--- src/rtl/cop1_seq_pkg.sv ---
// Shared types and constants for the COP1 memory sequencer.
// FSM encoding, beat-count constants, FP register file geometry.
package cop1_seq_pkg;

    typedef enum logic [1:0] {
        IDLE,
        XFER,
        DRAIN
    } fsm_t;

    localparam int BEATS_SINGLE = 1;
    localparam int BEATS_DOUBLE = 2;
    localparam int FREG_COUNT   = 32;
    localparam int FREG_IDX_W   = $clog2(FREG_COUNT);

    function automatic int beat_w(input int max_beats);
        return $clog2(max_beats + 1);
    endfunction

endpackage

--- src/rtl/cop1_seq_addr_gen.sv ---
// Beat address generator: word address and FP register index for beat k, both wrapping.
// Latency: purely combinational, zero cycles.
// Backpressure: none; follows its inputs every cycle.
module cop1_seq_addr_gen
    import cop1_seq_pkg::*;
#(
    parameter int ADDR_W = 7,
    parameter int BEAT_W = 2
) (
    input  logic [ADDR_W-1:0]     base_a,
    input  logic [FREG_IDX_W-1:0] base_idx,
    input  logic [BEAT_W-1:0]     k,
    output logic [ADDR_W-1:0]     a,
    output logic [FREG_IDX_W-1:0] idx
);

    assign a   = base_a + ADDR_W'(k);
    assign idx = base_idx + FREG_IDX_W'(k);

endmodule

--- src/rtl/cop1_mem_sequencer.sv ---
// COP1 multi-beat load/store sequencer; optional alignment checks under COP1_SEQ_ALIGN_CHECK_EN.
// Latency: N cycles (stores, 0-latency loads) or N+1 cycles (1-latency loads), first beat with no bubble.
// Backpressure: stall holds the core's PC/IR until the final beat; the request must stay stable meanwhile.
module cop1_mem_sequencer
    import cop1_seq_pkg::*;
#(
    parameter int DATA_W     = 32,
    parameter int ADDR_W     = 7,
    parameter int MAX_BEATS  = 2,
    parameter int MEM_RD_LAT = 0,
    parameter int BEAT_W     = beat_w(MAX_BEATS)
) (
    input  logic                  clk,
    input  logic                  rst_n,
    input  logic                  req_valid,
    input  logic                  req_store,
    input  logic [BEAT_W-1:0]     req_beats,
    input  logic [31:0]           req_byte_addr,
    input  logic [FREG_IDX_W-1:0] req_freg,
    output logic                  stall,
    output logic                  done,
    output logic                  err_misalign,
    output logic                  mem_cen,
    output logic                  mem_wen,
    output logic                  mem_oen,
    output logic [ADDR_W-1:0]     mem_a,
    output logic [DATA_W-1:0]     mem_wdata,
    input  logic [DATA_W-1:0]     mem_rdata,
    output logic [FREG_IDX_W-1:0] freg_rd_idx,
    input  logic [DATA_W-1:0]     freg_rd_data,
    output logic                  freg_we,
    output logic [FREG_IDX_W-1:0] freg_wr_idx,
    output logic [DATA_W-1:0]     freg_wr_data
);

    localparam logic [BEAT_W-1:0] BEAT_ONE = BEAT_W'(1);

    fsm_t              state_q, state_d;
    logic [BEAT_W-1:0] iss_k_q, iss_k_d;
    logic [BEAT_W-1:0] cap_k_q, cap_k_d;

    logic                  lat1_load;
    logic                  beats_over;
    logic                  beats_zero;
    logic                  align_bad;
    logic                  reject;
    logic [BEAT_W-1:0]     iss_k;
    logic                  last_iss;
    logic                  iss_en;
    logic                  cap_en;
    logic [FREG_IDX_W-1:0] iss_idx;
    logic [FREG_IDX_W-1:0] cap_idx;
    logic [ADDR_W-1:0]     cap_a_unused;
    logic                  unused_addr_bits;

    assign lat1_load  = !req_store && (MEM_RD_LAT == 1);
    assign beats_over = int'(req_beats) > MAX_BEATS;
    assign beats_zero = (req_beats == '0);

`ifdef COP1_SEQ_ALIGN_CHECK_EN
    assign align_bad = (req_byte_addr[1:0] != 2'b00) ||
                       ((int'(req_beats) == BEATS_DOUBLE) && req_freg[0]);
    assign unused_addr_bits = ^req_byte_addr[31:ADDR_W+2];
`else
    assign align_bad = 1'b0;
    assign unused_addr_bits = ^{req_byte_addr[31:ADDR_W+2], req_byte_addr[1:0]};
`endif

    assign reject   = beats_over | align_bad;
    // Beat 0 issues straight out of IDLE, so the issue index is forced to zero there.
    assign iss_k    = (state_q == IDLE) ? '0 : iss_k_q;
    assign last_iss = (iss_k == req_beats - BEAT_ONE);

    cop1_seq_addr_gen #(.ADDR_W(ADDR_W), .BEAT_W(BEAT_W)) u_iss_gen (
        .base_a   (req_byte_addr[ADDR_W+1:2]),
        .base_idx (req_freg),
        .k        (iss_k),
        .a        (mem_a),
        .idx      (iss_idx)
    );

    cop1_seq_addr_gen #(.ADDR_W(ADDR_W), .BEAT_W(BEAT_W)) u_cap_gen (
        .base_a   (req_byte_addr[ADDR_W+1:2]),
        .base_idx (req_freg),
        .k        (cap_k_q),
        .a        (cap_a_unused),
        .idx      (cap_idx)
    );

    always_comb begin
        state_d      = state_q;
        iss_k_d      = iss_k_q;
        cap_k_d      = cap_k_q;
        iss_en       = 1'b0;
        cap_en       = 1'b0;
        stall        = 1'b0;
        done         = 1'b0;
        err_misalign = 1'b0;
        case (state_q)
            IDLE: begin
                if (req_valid) begin
                    if (reject) begin
                        err_misalign = 1'b1;
                        done         = 1'b1;
                    end else if (beats_zero) begin
                        done = 1'b1;
                    end else begin
                        iss_en = 1'b1;
                        if (lat1_load || !last_iss) begin
                            stall   = 1'b1;
                            state_d = XFER;
                            iss_k_d = BEAT_ONE;
                            cap_k_d = '0;
                        end else begin
                            done = 1'b1;
                        end
                    end
                end
            end
            XFER: begin
                if (lat1_load) begin
                    cap_en  = 1'b1;
                    cap_k_d = cap_k_q + BEAT_ONE;
                    if (iss_k_q < req_beats) begin
                        iss_en  = 1'b1;
                        stall   = 1'b1;
                        iss_k_d = iss_k_q + BEAT_ONE;
                        if (last_iss) begin
                            state_d = DRAIN;
                        end
                    end else begin
                        // Single-beat pipelined load: this cycle is capture-only.
                        done    = 1'b1;
                        state_d = IDLE;
                        iss_k_d = '0;
                        cap_k_d = '0;
                    end
                end else begin
                    iss_en = 1'b1;
                    if (last_iss) begin
                        done    = 1'b1;
                        state_d = IDLE;
                        iss_k_d = '0;
                    end else begin
                        stall   = 1'b1;
                        iss_k_d = iss_k_q + BEAT_ONE;
                    end
                end
            end
            DRAIN: begin
                cap_en  = 1'b1;
                done    = 1'b1;
                state_d = IDLE;
                iss_k_d = '0;
                cap_k_d = '0;
            end
            default: begin
                state_d = IDLE;
                iss_k_d = '0;
                cap_k_d = '0;
            end
        endcase
    end

    always_ff @(posedge clk) begin
        if (!rst_n) begin
            state_q <= IDLE;
            iss_k_q <= '0;
            cap_k_q <= '0;
        end else begin
            state_q <= state_d;
            iss_k_q <= iss_k_d;
            cap_k_q <= cap_k_d;
        end
    end

    assign mem_wen      = !(iss_en && req_store);
    assign mem_oen      = !(iss_en && !req_store);
    assign mem_cen      = mem_oen & mem_wen;
    assign mem_wdata    = freg_rd_data;
    assign freg_rd_idx  = iss_idx;
    assign freg_we      = lat1_load ? cap_en : (iss_en && !req_store);
    assign freg_wr_idx  = lat1_load ? cap_idx : iss_idx;
    assign freg_wr_data = mem_rdata;

endmodule

--- config.mk ---
export PLATFORM = sky130hd
export DESIGN_NAME = cop1_mem_sequencer
export DESIGN_NICKNAME = d
export VERILOG_FILES = /design/src/rtl/cop1_seq_pkg.sv /design/src/rtl/cop1_seq_addr_gen.sv /design/src/rtl/cop1_mem_sequencer.sv
export SDC_FILE = /design/constraint.sdc
export NUM_CORES = 1
export LEC_CHECK = 0
export ABC_CLOCK_PERIOD_IN_PS = 3640
export BUFFER_PORTS_ARGS = -buffer_cell sky130_fd_sc_hd__buf_2
export CAP_MARGIN = 20
export CORE_AREA = 2 2 75 77
export CTS_BUF_LIST = sky130_fd_sc_hd__clkbuf_8
export CTS_CLUSTER_SIZE = 28
export DETAILED_ROUTE_END_ITERATION = 6
export DIE_AREA = 0 0 77 79
export PLACE_DENSITY = 0.75
export REMOVE_ABC_BUFFERS = 1
export SLEW_MARGIN = 20
export SYNTH_ARGS = -nofsm -noshare
export SYNTH_HDL_FRONTEND = slang
export SYNTH_HIERARCHICAL = 1
export SYNTH_SLANG_ARGS = --single-unit
export TNS_END_PERCENT = 30
--- constraint.sdc ---
create_clock -name clk -period 3.64 [get_ports clk]
set_input_delay 0.182 -clock clk [delete_from_list [all_inputs] [get_ports clk]]
set_output_delay 0.182 -clock clk [all_outputs]
set_load 0.02 [all_outputs]
==> flow_metrics.env <==
export IMPL_min_path_type="in2reg"
export IMPL_ff_latch_area_sq_um=60.1
export IMPL_worstSetupEndpointType="primary output"
export IMPL_drc=0
export IMPL_rsz0062_at_grt="no"
export IMPL_cts_htree_levels=1
export IMPL_met2WireLength_microns=3390
export IMPL_start_util=0.194
export IMPL_cts_sinks=3
export IMPL_fp_coreArea_sq_mm=0.00534
export IMPL_vias=803
export IMPL_p_per_area_mw_per_mm2=267
export IMPL_fin_util=0.161
export IMPL_grt_pass1_vias=781
export IMPL_slowest_stage="dfxtp_1"
export IMPL_antenna_left=0
export IMPL_firstDrtPassIters=4
export IMPL_post_cts_resized=0
export IMPL_crit_buf_inv=2
export IMPL_die_h_microns=79
export IMPL_syn_area_sq_mm=0.00103
export IMPL_drv_cap=0
export IMPL_critPathKind="reg2out"
export IMPL_clock_fmax_ghz=0.416
export IMPL_vdd_drop_max_mv=0.0646
export IMPL_layout_cells_non_filler=187
export IMPL_place_gp_congestion=0.850
export IMPL_cp_start_kind="flip-flop"
export IMPL_slowest_delay_ns=0.51
export IMPL_fin_tns_setup_ns=0
export IMPL_clock_latency_ns=0.22
export IMPL_wl_per_cell_microns=38.5
export IMPL_place_inst=181
export IMPL_pin_count=195
export IMPL_met1_length_microns=889
export IMPL_status="complete, no violations"
export IMPL_dieWidth_microns=77
export IMPL_synth_warnings=6
export IMPL_n_fill_cell=637
export IMPL_cts_root_buffer="clkbuf_8"
export IMPL_post_dp_hpwl_microns=6910
export IMPL_synth_area_per_cell_sq_um=7.50
export IMPL_cp_arrival_ns=2.22
export IMPL_routed_wirelength_microns=7200
export IMPL_grt_max_degree=13
export IMPL_nets=229
export IMPL_yosys_register_bits=3
export IMPL_dieArea_sq_mm=0.00608
export IMPL_overflow=0
export IMPL_clock_path_buffers=2
export IMPL_dpl_cell_area_sq_um=807
export IMPL_drive_above_1_share=0.442
export IMPL_drtIter0Drc=21
export IMPL_antenna_found_initial=4
export IMPL_syn2layout_area_growth_pct=-17.2
export IMPL_grt_pass1_wl_microns=8700
export IMPL_finalHoldViolCount=0
export IMPL_grtUsageTotal=0.229
export IMPL_cp_max_fo=12
export IMPL_maxSlewViolCount=0
export IMPL_ys_seq_area_frac=0.0580
export IMPL_path_cells="and2_1, ha_1, inv_1, fa_1, nor3b_2, xor2_1, buf_2"
export IMPL_postCtsHoldBufs=0
export IMPL_stdcell_area_sq_um=857
export IMPL_cts_tree="done"
export IMPL_multi_input_area_sq_um=414
export IMPL_crit_family="adder cells"
export IMPL_tightest_slew_ns=0.339
export IMPL_cp_required_ns=3.46
export IMPL_synthDistinctLibCells=28
export IMPL_place_port_buffers=41
export IMPL_post_cts_buffers=0
export IMPL_num_rows=27
export IMPL_tritoncts_num_buffers=3
export IMPL_period_share=0.661
export IMPL_finClkSkew_ns=0.000354
export IMPL_viasPerCell=4.29
export IMPL_maxSlewHeadroom=0.774
export IMPL_synthCells=138
export IMPL_power_leakage_nw=0.442
export IMPL_fin_crit_ns=2.40
export IMPL_clkTransAtPathRegs_ns=0.03
export IMPL_wl_met3_microns=2800
export IMPL_top_layer_used="met5"
export IMPL_setup_viol=0
[placed cells by master, fill, tap and decap left out, types with 2 or more instances in the layout]
cell and instances:
buf_2 41, inv_1 11, nor2_1 6, xor2_1 6
nand2_1 6, ha_1 6, a21oi_1 4, nand3_1 3
clkbuf_8 3, dfxtp_1 3, xnor2_1 3, diode_2 2
nor2b_1 2, o21ai_0 2, nand3_2 2, fa_1 2
[layout make-up]
cell class | instances | share of cell area
Multi-Input combinational cell | 55 | 0.483
Inverter | 10 | 0.0438
Tap cell | 72 | 0.105
Antenna cell | 2 | 0.00584
Clock buffer | 3 | 0.0482
Sequential cell | 3 | 0.0701
Timing Repair Buffer | 41 | 0.239
Clock inverter | 1 | 0.00438
[final timing paths]
path                           startpoint                 endpoint  cells past startpoint  slack [ns]
setup / recovery  state_q[0]$_SDFFE_PN0P_                 mem_a[6]                      7        1.24
hold / removal                      rst_n  iss_k_q[1]$_SDFFE_PN0P_                      3        0.23
setup reg to reg  state_q[0]$_SDFFE_PN0P_  state_q[0]$_SDFFE_PN0P_                      4        2.51
hold reg to reg   iss_k_q[1]$_SDFFE_PN0P_  iss_k_q[1]$_SDFFE_PN0P_                      2        0.54
[metrics by stage]
stage          hold WS, ns  worst slack (ns)  power (mW)
2_1_floorplan        0.333              1.61      0.0971
3_3_place_gp         0.364              1.53       0.133
3_5_place_dp         0.364              1.45       0.135
4_1_cts              0.229              1.22       0.232
5_1_grt              0.250              1.08       0.243
6_report             0.231              1.24       0.229
[where the power goes]
group | total, mW | internal (mW) | switching, mW
Clock | 0.0948 | 0.0719 | 0.0230
Sequential | 0.0395 | 0.0355 | 0.00394
Combinational | 0.0947 | 0.0358 | 0.0588
Total | 0.229 | 0.143 | 0.0857
[synth_stat cells, drive strengths merged]
master	n	area share
buf	70	0.51
inv	10	0.036
ha	6	0.073
nand2	6	0.022
nor2	6	0.022
xor2	6	0.051
nand3	5	0.034
a21oi	4	0.019
dfxtp	3	0.058
xnor2	3	0.025
and2	2	0.013
fa	2	0.039
nor2b	2	0.012
nor3b	2	0.019
o21ai	2	0.0097
a211oi	1	0.0073
a21o	1	0.0073
a221oi	1	0.0085
a31oi	1	0.0060
nand2b	1	0.0060
nand4	1	0.0060
nor3	1	0.0048
o22a	1	0.0097
or2	1	0.0060
[worst register-to-register path, stage by stage (launching register included)]
cell and delay, ns:
dfxtp_1 0.51, and2_1 0.24, nand3_1 0.11, nand3_2 0.11
nor3_1 0.05
[state kept, by name, indices dropped and copies added, names as in the netlist]
register  count
state_q       1
iss_k_q       2
[layer usage]
layer | global-route usage | up-vias
met2 | 0.389 | 153
met1 | 0.0687 | 315
met4 | 0.0214 | 6
met3 | 0.440 | 10
met5 | 0.0545 | -
li1 | - | 319
[cells by family (layout without fill, tap and decap cells)]
family | count (synthesis) | after routing | share of synthesized area
AOI/OAI and AO/OA | 11 | 11 | 0.0677
xor gates and xnor gates | 9 | 9 | 0.0762
adders and majority gates | 8 | 8 | 0.111
buffers and inverters | 80 | 55 | 0.542
DFF | 3 | 3 | 0.0580
other | 0 | 2 | 0
and+or+nand+nor | 27 | 27 | 0.145
(Power assumes the default switching activity.)
